`config.mk`:
```
export PLATFORM = sky130hd
export DESIGN_NAME = keypad_scanner
export DESIGN_NICKNAME = d
export VERILOG_FILES = /design/src/rtl/alarm_pkg.sv /design/src/rtl/keypad_sweep.sv /design/src/rtl/keypad_scanner.sv
export SDC_FILE = /design/constraint.sdc
export NUM_CORES = 1
export LEC_CHECK = 0
export BUFFER_PORTS_ARGS = -buffer_cell sky130_fd_sc_hd__buf_2
export CELL_PAD_IN_SITES_DETAIL_PLACEMENT = 0
export CELL_PAD_IN_SITES_GLOBAL_PLACEMENT = 1
export CORE_ASPECT_RATIO = 0.5
export CORE_MARGIN = 2
export CORE_UTILIZATION = 46
export CTS_CLUSTER_DIAMETER = 100
export DETAILED_ROUTE_END_ITERATION = 6
export HOLD_SLACK_MARGIN = 0.1
export PLACE_DENSITY_LB_ADDON = 0.1
export SYNTH_ARGS = -nofsm -noshare
export SYNTH_HDL_FRONTEND = slang
export SYNTH_SLANG_ARGS = --single-unit
```
`constraint.sdc`:
```
create_clock -name clk2 -period 2.5 [get_ports clk2]
set_input_delay 0.25 -clock clk2 [delete_from_list [all_inputs] [get_ports clk2]]
set_output_delay 0.25 -clock clk2 [all_outputs]
set_load 0.005 [all_outputs]
```
`src/rtl/alarm_pkg.sv`:
```
`default_nettype none
// ============================================================================
// Module      : alarm_pkg
// Description : Shared definitions for the keypad scanner: matrix size,
//               scanner FSM state encodings, sweep classification and
//               small column-decode helpers.
// Revision    : 1.0 - initial release
// ============================================================================
package alarm_pkg;

  localparam int NUM_ROWS = 4;
  localparam int NUM_COLS = 4;

  typedef enum logic [1:0] {
    ST_IDLE       = 2'd0,
    ST_PRESS_DB   = 2'd1,
    ST_HELD       = 2'd2,
    ST_RELEASE_DB = 2'd3
  } kp_state_t;

  typedef enum logic [1:0] {
    CLS_NONE   = 2'd0,
    CLS_SINGLE = 2'd1,
    CLS_MULTI  = 2'd2
  } sweep_class_t;

  // Number of asserted bits in a 4-bit column vector.
  function automatic logic [2:0] popcount4(input logic [3:0] v);
    logic [2:0] n;
    n = 3'd0;
    for (int i = 0; i < 4; i++) begin
      n = n + {2'b00, v[i]};
    end
    return n;
  endfunction

  // Index of the lowest asserted bit (only meaningful for one-hot input).
  function automatic logic [1:0] low_index(input logic [3:0] v);
    logic [1:0] idx;
    idx = 2'd0;
    for (int i = 3; i >= 0; i--) begin
      if (v[i]) idx = 2'(i);
    end
    return idx;
  endfunction

endpackage
`default_nettype wire

```
`src/rtl/keypad_sweep.sv`:
```
`default_nettype none
// ============================================================================
// Module      : keypad_sweep
// Description : Row driver, settle counter and per-sweep classifier.
//               Drives one row low at a time (0..3), holds each row for
//               SETTLE_CYC+1 cycles and samples the columns in the last
//               cycle. After the row-3 sample a one-cycle done pulse is
//               raised together with the class and code of the sweep.
// Ports       : clk2      - scan clock
//               reset     - asynchronous active-low reset
//               i_col_n   - column inputs, active-low
//               o_row_n   - row drive, active-low one-hot
//               o_done    - one-cycle pulse per completed sweep
//               o_class   - NONE / SINGLE / MULTI for the finished sweep
//               o_code    - {row,col} of the single key (valid with SINGLE)
// Revision    : 1.0 - initial release
// ============================================================================
module keypad_sweep
  import alarm_pkg::*;
#(
  parameter int SETTLE_CYC = 1
) (
  input  logic                clk2,
  input  logic                reset,
  input  logic [NUM_COLS-1:0] i_col_n,
  output logic [NUM_ROWS-1:0] o_row_n,
  output logic                o_done,
  output sweep_class_t        o_class,
  output logic [3:0]          o_code
);

  localparam int SET_W = ($clog2(SETTLE_CYC + 1) < 1) ? 1 : $clog2(SETTLE_CYC + 1);

  logic [SET_W-1:0] r_settle;
  logic [1:0]       r_row;
  logic [1:0]       r_acc_cnt;   // 0 = none, 1 = single, 2 = multi (saturates)
  logic [3:0]       r_acc_code;
  logic             r_done;
  sweep_class_t     r_class;
  logic [3:0]       r_code;

  logic             w_sample;
  logic [3:0]       w_low;
  logic [2:0]       w_row_cnt;
  logic [1:0]       w_base_cnt;
  logic [3:0]       w_base_code;
  logic [1:0]       w_sum_cnt;
  logic [3:0]       w_sum_code;

  assign w_sample  = (r_settle == SET_W'(SETTLE_CYC));
  assign w_low     = ~i_col_n;
  assign w_row_cnt = popcount4(w_low);

  // Row 0 starts a fresh sweep, so earlier accumulation is discarded there.
  always_comb begin
    w_base_cnt  = (r_row == 2'd0) ? 2'd0 : r_acc_cnt;
    w_base_code = (r_row == 2'd0) ? 4'd0 : r_acc_code;
    w_sum_cnt   = w_base_cnt;
    w_sum_code  = w_base_code;
    if (w_row_cnt == 3'd1 && w_base_cnt == 2'd0) begin
      w_sum_cnt  = 2'd1;
      w_sum_code = {r_row, low_index(w_low)};
    end else if (w_row_cnt != 3'd0) begin
      w_sum_cnt  = 2'd2;
    end
  end

  always_ff @(posedge clk2 or negedge reset) begin
    if (!reset) begin
      r_settle   <= '0;
      r_row      <= 2'd0;
      r_acc_cnt  <= 2'd0;
      r_acc_code <= 4'd0;
      r_done     <= 1'b0;
      r_class    <= CLS_NONE;
      r_code     <= 4'd0;
    end else begin
      r_done <= 1'b0;
      if (w_sample) begin
        r_settle   <= '0;
        r_row      <= r_row + 2'd1;
        r_acc_cnt  <= w_sum_cnt;
        r_acc_code <= w_sum_code;
        if (r_row == 2'd3) begin
          r_done  <= 1'b1;
          r_code  <= w_sum_code;
          r_class <= (w_sum_cnt == 2'd0) ? CLS_NONE :
                     (w_sum_cnt == 2'd1) ? CLS_SINGLE : CLS_MULTI;
        end
      end else begin
        r_settle <= r_settle + SET_W'(1);
      end
    end
  end

  assign o_row_n = ~(NUM_ROWS'(1) << r_row);
  assign o_done  = r_done;
  assign o_class = r_class;
  assign o_code  = r_code;

endmodule
`default_nettype wire

```
`src/rtl/keypad_scanner.sv`:
```
`default_nettype none
// ============================================================================
// Module      : keypad_scanner
// Description : 4x4 matrix keypad scanner with sweep-level debounce of press
//               and release, and optional auto-repeat while a key is held.
// Ports       : clk2       - scan clock
//               reset      - asynchronous active-low reset
//               col_n      - matrix columns, active-low
//               repeat_en  - enable auto-repeat while held
//               row_n      - row drive, active-low one-hot
//               key_code   - last accepted key {row,col}
//               key_valid  - one-cycle pulse per press / repeat event
//               key_held   - high while a debounced key is held
//               key_strobe - per-row pulse for column-3 (function) keys
// Revision    : 1.0 - initial release
// ============================================================================
module keypad_scanner
  import alarm_pkg::*;
#(
  parameter int SETTLE_CYC  = 1,
  parameter int DEBOUNCE_N  = 2,
  parameter int REPEAT_DLY  = 12,
  parameter int REPEAT_RATE = 3
) (
  input  logic       clk2,
  input  logic       reset,
  input  logic [3:0] col_n,
  input  logic       repeat_en,
  output logic [3:0] row_n,
  output logic [3:0] key_code,
  output logic       key_valid,
  output logic       key_held,
  output logic [3:0] key_strobe
);

  localparam int DB_W    = ($clog2(DEBOUNCE_N + 1) < 1) ? 1 : $clog2(DEBOUNCE_N + 1);
  localparam int REP_MAX = (REPEAT_DLY > REPEAT_RATE) ? REPEAT_DLY : REPEAT_RATE;
  localparam int REP_W   = ($clog2(REP_MAX + 1) < 1) ? 1 : $clog2(REP_MAX + 1);

  logic         w_done;
  sweep_class_t w_class;
  logic [3:0]   w_code;

  keypad_sweep #(
    .SETTLE_CYC (SETTLE_CYC)
  ) u_sweep (
    .clk2    (clk2),
    .reset   (reset),
    .i_col_n (col_n),
    .o_row_n (row_n),
    .o_done  (w_done),
    .o_class (w_class),
    .o_code  (w_code)
  );

  kp_state_t        r_state,     w_state_nxt;
  logic [DB_W-1:0]  r_db_cnt,    w_db_nxt;
  logic [3:0]       r_cand,      w_cand_nxt;
  logic [REP_W-1:0] r_rep_cnt,   w_rep_nxt;
  logic             r_rep_armed, w_armed_nxt;   // first repeat already issued
  logic [3:0]       r_key_code,  w_code_nxt;
  logic             r_key_held,  w_held_nxt;
  logic             r_key_valid;
  logic [3:0]       r_key_strobe;

  logic             w_fire;
  logic             w_single;
  logic             w_same;
  logic [DB_W-1:0]  w_db_inc;
  logic [REP_W-1:0] w_rep_inc;
  logic [3:0]       w_strobe_nxt;

  assign w_single  = (w_class == CLS_SINGLE);
  assign w_same    = w_single && (w_code == r_cand);
  assign w_db_inc  = (r_db_cnt == DB_W'(DEBOUNCE_N)) ? r_db_cnt : r_db_cnt + DB_W'(1);
  assign w_rep_inc = (r_rep_cnt == REP_W'(REP_MAX)) ? r_rep_cnt : r_rep_cnt + REP_W'(1);

  always_comb begin
    w_state_nxt = r_state;
    w_db_nxt    = r_db_cnt;
    w_cand_nxt  = r_cand;
    w_rep_nxt   = r_rep_cnt;
    w_armed_nxt = r_rep_armed;
    w_code_nxt  = r_key_code;
    w_held_nxt  = r_key_held;
    w_fire      = 1'b0;

    if (w_done) begin
      unique case (r_state)
        ST_IDLE: begin
          if (w_single) begin
            w_cand_nxt = w_code;
            if (DEBOUNCE_N <= 1) begin
              w_state_nxt = ST_HELD;
              w_db_nxt    = '0;
              w_code_nxt  = w_code;
              w_held_nxt  = 1'b1;
              w_fire      = 1'b1;
            end else begin
              w_state_nxt = ST_PRESS_DB;
              w_db_nxt    = DB_W'(1);
            end
          end
        end

        ST_PRESS_DB: begin
          if (w_same) begin
            w_db_nxt = w_db_inc;
            if (w_db_inc >= DB_W'(DEBOUNCE_N)) begin
              w_state_nxt = ST_HELD;
              w_db_nxt    = '0;
              w_code_nxt  = r_cand;
              w_held_nxt  = 1'b1;
              w_rep_nxt   = '0;
              w_armed_nxt = 1'b0;
              w_fire      = 1'b1;
            end
          end else if (w_single) begin
            w_cand_nxt = w_code;
            w_db_nxt   = DB_W'(1);
          end else begin
            w_state_nxt = ST_IDLE;
            w_db_nxt    = '0;
          end
        end

        ST_HELD: begin
          if (w_same) begin
            if (!repeat_en) begin
              w_rep_nxt   = '0;
              w_armed_nxt = 1'b0;
            end else if ((!r_rep_armed && w_rep_inc == REP_W'(REPEAT_DLY)) ||
                         ( r_rep_armed && w_rep_inc == REP_W'(REPEAT_RATE))) begin
              w_fire      = 1'b1;
              w_rep_nxt   = '0;
              w_armed_nxt = 1'b1;
            end else begin
              w_rep_nxt = w_rep_inc;
            end
          end else begin
            w_rep_nxt   = '0;
            w_armed_nxt = 1'b0;
            if (DEBOUNCE_N <= 1) begin
              w_state_nxt = ST_IDLE;
              w_db_nxt    = '0;
              w_held_nxt  = 1'b0;
            end else begin
              w_state_nxt = ST_RELEASE_DB;
              w_db_nxt    = DB_W'(1);
            end
          end
        end

        ST_RELEASE_DB: begin
          if (w_same) begin
            // Bounce during release: resume holding without a new event.
            w_state_nxt = ST_HELD;
            w_db_nxt    = '0;
          end else begin
            w_db_nxt = w_db_inc;
            if (w_db_inc >= DB_W'(DEBOUNCE_N)) begin
              w_state_nxt = ST_IDLE;
              w_db_nxt    = '0;
              w_held_nxt  = 1'b0;
            end
          end
        end

        default: begin
          w_state_nxt = ST_IDLE;
          w_db_nxt    = '0;
        end
      endcase
    end

    // Function keys live in column 3; the strobe bit selects their row.
    w_strobe_nxt = 4'd0;
    if (w_fire && w_code_nxt[1:0] == 2'b11) begin
      w_strobe_nxt = 4'b0001 << w_code_nxt[3:2];
    end
  end

  always_ff @(posedge clk2 or negedge reset) begin
    if (!reset) begin
      r_state      <= ST_IDLE;
      r_db_cnt     <= '0;
      r_cand       <= 4'd0;
      r_rep_cnt    <= '0;
      r_rep_armed  <= 1'b0;
      r_key_code   <= 4'd0;
      r_key_held   <= 1'b0;
      r_key_valid  <= 1'b0;
      r_key_strobe <= 4'd0;
    end else begin
      r_state      <= w_state_nxt;
      r_db_cnt     <= w_db_nxt;
      r_cand       <= w_cand_nxt;
      r_rep_cnt    <= w_rep_nxt;
      r_rep_armed  <= w_armed_nxt;
      r_key_code   <= w_code_nxt;
      r_key_held   <= w_held_nxt;
      r_key_valid  <= w_fire;
      r_key_strobe <= w_strobe_nxt;
    end
  end

  assign key_code   = r_key_code;
  assign key_valid  = r_key_valid;
  assign key_held   = r_key_held;
  assign key_strobe = r_key_strobe;

endmodule
`default_nettype wire

```
# Word-level counts from Yosys, hierarchy flattened
# Index checks and enable logic that the tools add are counted.
[classes]
n_lt_le_gt_ge = 1
n_shift = 2
n_mul = 0
muxes = 61
n_div = 0
n_addsub = 7
n_eq_ne = 24
bitwise = 2
reduce_logical = 22
[ops]
columns = ["operator", "count"]
rows = [
  ["4-bit two-way mux", 15],
  ["2-bit two-way mux", 21],
  ["1-bit two-way mux", 18],
  ["2-bit one-hot mux with 4 select lines", 2],
  ["4-bit one-hot mux with 2 select lines", 2],
  ["2-bit != test (second input constant)", 7],
  ["6-bit AND reduction", 2],
  ["2-bit equality test (second input constant)", 5],
  ["3-bit != test (second input constant)", 3],
  ["4-bit equality test (second input constant)", 2],
  ["2-bit zero test", 4],
  ["4-bit inverter", 2],
  ["1-bit by 2-bit << shifter with 4-bit output (first input constant)", 2],
  ["3-bit by 1-bit adder with 3-bit output", 2],
  ["2-bit by 1-bit equality test with 1-bit output (second input constant)", 3],
  ["1-bit one-hot mux with 2 select lines", 3],
  ["3-bit AND reduction", 2],
  ["2-bit nonzero test", 3],
  ["1-bit logical AND", 5],
  ["5-bit AND reduction", 1],
  ["2-bit by 1-bit adder with 2-bit output (second input constant)", 2],
  ["4-bit by 1-bit adder with 4-bit output (second input constant)", 1],
  ["4-bit by 2-bit equality test with 1-bit output (second input constant)", 1],
  ["4-bit equality test", 1],
  ["other kinds (10)", 10],
]
[word_totals]
romBits = 0
reg_bits = 39
latchBits = 0
elab_cells = 135
mem_count = 0
ramBits = 0
output_inout_bits = 14

# Longest topological paths before layout
[depth]
word_depth = 12
ltp_mapped = 10

# By module
# Synthesis repeated with hierarchy kept, for this count alone.
[unflattened]
hier_cells = 222
hier_area_um2 = 2249.7
[modules_own_cells]
columns = ["module", "instances", "area_per_inst_um2", "cells_per_inst", "seq_area_each_um2"]
rows = [
  ["keypad_scanner", 1, 1383.8, 139, 575.6],
  ["keypad_sweep", 1, 865.8, 83, 400.4],
]

# Least setup slack after synthesis
# Ideal clock, no wire load.
[synth_timing]
path_type = "input to register"
start = "in col_n[0]"
end = "reg u_sweep.r_acc_code[0]"
path_buffers = 1
slack_ns = 0.215
arrival_ns = 2.164
stages = 9
t_required_ns = 2.379
setup_ns = 0.121
cell_sequence = "inv_1 > ha_1 > fa_1 > ha_1 > nor2_1 > and3_1 > clkbuf_1 > o21ai_0 > a22o_1"
[synth_between]
elab_chain_len = 7
elab_cells_between_ends = 8
classes_between = "add/sub (3); eq/ne (1); mux (2); bitwise (1); reduce/logical (1)"
[synth_lines]
columns = ["element", "line", "text"]
rows = [
  ["start, declared", "keypad_scanner.sv:27", "input logic [3:0] col_n,"],
  ["4-bit inverter *", "keypad_sweep.sv:51", "assign w_low = ~i_col_n;"],
  ["1-bit by 1-bit adder with 2-bit output", "alarm_pkg.sv:32", "n = n + {2'b00, v[i]};"],
  ["3-bit by 1-bit adder with 3-bit output (2 in series)", "alarm_pkg.sv:32", ""],
  ["3-bit by 1-bit equality test with 1-bit output", "keypad_sweep.sv:60", "if (w_row_cnt == 3'd1 && w_base_cnt == 2'd0) begin"],
  ["1-bit logical AND", "keypad_sweep.sv:60", ""],
  ["4-bit two-way mux *", "keypad_sweep.sv:60", ""],
  ["end signal, assigned", "keypad_sweep.sv:83", "r_acc_code <= w_sum_code;"],
  ["end, declared", "keypad_sweep.sv:37", "logic [3:0] r_acc_code;"],
]
# Mark *: on every way between the ends. The rest lies on a longest branch, timed or not.
# A chain may end at the register's enable or synchronous reset.

# Final worst setup path
[layout_timing]
start = "reg r_rep_cnt[0]"
end = "reg r_rep_cnt[0]"
[layout_between]
elab_chain_len = 9
elab_cells_between_ends = 12
classes_between = "add/sub (1); eq/ne (3); mux (5); reduce/logical (3)"
[layout_lines]
columns = ["element", "line", "text"]
rows = [
  ["start, declared", "keypad_scanner.sv:59", "logic [REP_W-1:0] r_rep_cnt, w_rep_nxt;"],
  ["start signal, assigned", "keypad_scanner.sv:198", "r_rep_cnt <= w_rep_nxt;"],
  ["4-bit by 1-bit adder with 4-bit output or 4-bit equality test (tied branches)", "keypad_scanner.sv:76", "assign w_rep_inc = (r_rep_cnt == REP_W'(REP_MAX)) ? r_rep_cnt : r_rep_cnt + REP_W'(1);"],
  ["4-bit two-way mux *", "keypad_scanner.sv:76", ""],
  ["4-bit equality test or 4-bit by 2-bit equality test with 1-bit output (tied branches)", "keypad_scanner.sv:132, keypad_scanner.sv:133", ""],
  ["1-bit logical AND (on tied branches)", "keypad_scanner.sv:132, keypad_scanner.sv:133", ""],
  ["1-bit logical OR", "keypad_scanner.sv:132", "end else if ((!r_rep_armed && w_rep_inc == REP_W'(REPEAT_DLY)) ||"],
  ["4-bit two-way mux *", "keypad_scanner.sv:132", ""],
  ["4-bit two-way mux *", "keypad_scanner.sv:129", "if (!repeat_en) begin"],
  ["4-bit two-way mux *", "keypad_scanner.sv:128", "if (w_same) begin"],
  ["4-bit one-hot mux with 2 select lines *", "keypad_scanner.sv:89", "unique case (r_state)"],
]
# Marked as above.

==> reports/metrics.yaml <==
cts:
  post-cts-setup-buffers: 0
  clk_pin_slew_ps: 70
  cts-buffers-inserted: 5
  tritoncts_num_sinks: 39
  cts.root.buffer_cell: "sky130_fd_sc_hd__clkbuf_8"
  cts.htree.levels: 2
  worstSkewPairLatency_ps: 280
  holdBufCountCts: 0
  cts_tree: "yes"
  clock_path_buffers: 2
  cts_repair_resize_count: 0
logic_synthesis:
  synth_enable_flop_cells: 0
  asyncSetResetFlopFracSynth_pct: 100.0
  synth.ff_latch_count: 39
  postSynth.topFlopCell: "sky130_fd_sc_hd__dfrtp_1"
  synth_fp_nets: 239
  synthTopCellsByArea: "sky130_fd_sc_hd__dfrtp_1, sky130_fd_sc_hd__ha_1, sky130_fd_sc_hd__mux2_2"
  yosysSeqAreaShare_pct: 45.09
  synth_area_sq_um: 2165
  netlist-cell-type-count: 50
  synth_top_area_share_pct: 45.09
  synth_warnings: 0
  ys_top_cells_by_count: "sky130_fd_sc_hd__dfrtp_1, sky130_fd_sc_hd__inv_1, sky130_fd_sc_hd__nand2_1"
  post_synth_inst_count: 217
  post-synth-top-count-cell: "sky130_fd_sc_hd__dfrtp_1"
  syn_area_per_cell_sq_um: 9.975
  post-synth-top-area-cell: "sky130_fd_sc_hd__dfrtp_1"
finish:
  final_cells: 299
  diodes: 0
  fillCellCount: 408
  fraction_of_final_layout_cells_sized_beyond_drive_strength_1_pct: 19.83
  area_overhead_of_the_layout_relative_to_synthesis_pct: 12.14
  fin_util_pct: 54.34
  ff_latch_area_sq_um: 975.9
  multiInputGateArea_sq_um: 1086
  layout.nets: 263
run_status:
  result_of_the_run: "completed"
timing:
  rsz_0062_raised_after_global_routing: "no"
  hold_violations: 0
  worstMarginPinSlew_ps: 859.8
  fmax_ghz: 0.4778
  finalSetupViolCount: 0
  hold_worst_slack_ps: 76.88
  final_period_minus_worst_setup_slack_ps: 2093
  post-route-period-util_pct: 83.72
  relSlewSlack_pct: 42.68
  final.setup.tns_ps: 0
  final.setup_skew_ps: 1.909
  max_slew_violation_count: 0
drt:
  final_antenna_net_count: 0
  routed-via-count: 1592
  wl_microns: 4017
  dr.pass1.iters: 4
  remaining_drc_errors: 0
  avgViaCountPerCell: 5.324
  wl_per_cell_microns: 13.43
  dr.first_iter.drc_count: 30
pwr:
  internal-power_mw: 0.9405
  finalPower_mw: 1.241
  combinationalPowerShare_pct: 9.5
  share_clk_of_total_power_pct: 37.2
  power.static_leakage_nw: 1.153
  power_switching_share_pct: 24.24
  power_per_cell_area_nw_per_um2: 511.4
  pwr-share-seq_pct: 53.3
  switchingPower_mw: 0.3009
  worst_ir_drop_vdd_mv: 0.2063
floorplan:
  core_area_sq_um: 4467
  placementRows: 17
  floorplan.initialDensity_pct: 48.46
  chipHeight_microns: 52.51
  die_width_microns: 101.0
  design.portCount: 21
  dieArea_sq_um: 5304
critical_path:
  criticalPathCategory: "flop to flop"
  setup.worst_path.start_class: "flop"
  worst-path-max-fanout: 5
  setup.worst_path.end_class: "flop"
  arrival_ps: 2320
  critPathRequiredTime_ps: 2720
placed_design:
  io_buffers: 20
  gpl.final_weighted_congestion: 0.8092
  dpl.hpwl_microns: 3003
  post-place-cells: 291
job:
  max-cap-violations: 0
worst_hold_path:
  worstHoldPathType: "input port to asynchronous set/reset pin"
global_routing:
  grt_pass1_wl_microns: 6872
  grt_start_max_net_pins: 40
  grt_overflow: 0
  antenna_found_initial: 0
  first_global_vias: 1513
  grt.total_usage_pct: 16.80
==> worst paths after layout <==
| kind | startpoint | endpoint | slack, ps | depth (start not counted) |
|---|---|---|---|---|
| setup reg to reg | r_rep_cnt[0]$_DFFE_PN0P_ | r_rep_cnt[0]$_DFFE_PN0P_ | 410 | 7 |
| setup / recovery | r_rep_cnt[0]$_DFFE_PN0P_ | r_rep_cnt[0]$_DFFE_PN0P_ | 410 | 7 |
| hold reg to reg | r_db_cnt[1]$_DFFE_PN0P_ | r_db_cnt[1]$_DFFE_PN0P_ | 490 | 1 |
| max in group asynchronous | reset | key_strobe[0]$_DFF_PN0_ | 1890 | 1 |
| min in group clk2 | repeat_en | r_rep_armed$_DFFE_PN0P_ | 350 | 3 |
| hold / removal | reset | u_sweep.r_acc_cnt[1]$_DFFE_PN0P_ | 80 | 1 |
==> logic make-up (layout without fill, tap and decap cells) <==
group / count (synthesis) / in the layout / synth area share (%)
compound gates: 47 / 47 / 14.68
xor+xnor: 6 / 6 / 2.428
fa+ha+maj: 15 / 15 / 9.017
buf+inv: 25 / 50 / 4.739
flops: 39 / 39 / 45.09
mux: 10 / 10 / 5.260
simple gates: 75 / 75 / 18.79
==> cell type report <==
type | count | share of cell area (%)
clock buffer | 7 | 3.969
inverter | 20 | 3.093
tap | 57 | 2.938
sequential | 39 | 40.21
timing repair buffer | 22 | 4.742
clock inverter | 1 | 0.3093
multi-input combinational | 153 | 44.74
==> worst max-delay path: stages, from the launching register on <==
cell and delay (ps):
sky130_fd_sc_hd__dfrtp_1 410, sky130_fd_sc_hd__inv_1 130, sky130_fd_sc_hd__ha_1 210, sky130_fd_sc_hd__and4b_1 200, sky130_fd_sc_hd__a21oi_1 360, sky130_fd_sc_hd__nor3_1 140
sky130_fd_sc_hd__nor3_1 380, sky130_fd_sc_hd__a31o_2 210
==> metrics by stage <==
step	worst slack, ps	area, sq um
final	406.9	2427
after CTS	370.2	2427
after global routing	185.6	2427
after floorplan	215.1	2165
after global placement	218.9	2323
after detailed placement	185.3	2323
==> sequential cells by signal, summed over array words and instances (netlist names), named ones only <==
name / cells
r_rep_cnt: 4
u_sweep.r_acc_cnt: 2
key_code: 4
r_state: 1
u_sweep.o_done: 1
u_sweep.o_code: 4
key_strobe: 4
u_sweep.r_acc_code: 4
u_sweep.o_class: 2
u_sweep.r_row: 2
key_valid: 1
r_cand: 4
key_held: 1
u_sweep.r_settle: 1
r_rep_armed: 1
r_db_cnt: 2
==> power by group through the flow <==
stage	clock [mW]	sequential (mW)	combinational [mW]
after floorplan	0	0.670	0.0934
after global placement	0	0.672	0.120
after detailed placement	0	0.673	0.120
after CTS	0.478	0.661	0.120
after global routing	0.503	0.663	0.135
final	0.462	0.661	0.118
==> per-layer routing <==
layer	routed length (microns)	track usage (%)
met5	0	0
met4	8	3.378
met3	174	5.067
met2	1707	27.00
met1	2126	22.75
==> layout by cell type (no fill, tap or decap), types with 3 or more instances in the layout <==
| master | n |
|---|---|
| sky130_fd_sc_hd__dfrtp_1 | 39 |
| sky130_fd_sc_hd__buf_2 | 20 |
| sky130_fd_sc_hd__inv_1 | 19 |
| sky130_fd_sc_hd__nand2_1 | 18 |
| sky130_fd_sc_hd__nor2_1 | 16 |
| sky130_fd_sc_hd__ha_1 | 14 |
| sky130_fd_sc_hd__o21ai_0 | 13 |
| sky130_fd_sc_hd__a21oi_1 | 11 |
| sky130_fd_sc_hd__mux2_2 | 8 |
| sky130_fd_sc_hd__clkbuf_8 | 7 |
| sky130_fd_sc_hd__nand3_1 | 6 |
| sky130_fd_sc_hd__nor4_1 | 6 |
| sky130_fd_sc_hd__xnor2_1 | 5 |
| sky130_fd_sc_hd__nor3_1 | 5 |
| sky130_fd_sc_hd__nor3b_1 | 4 |
| sky130_fd_sc_hd__a31oi_1 | 3 |
| sky130_fd_sc_hd__nor2b_1 | 3 |
| sky130_fd_sc_hd__a31o_2 | 3 |
| sky130_fd_sc_hd__a22o_1 | 3 |
(Power assumes the default switching activity.)
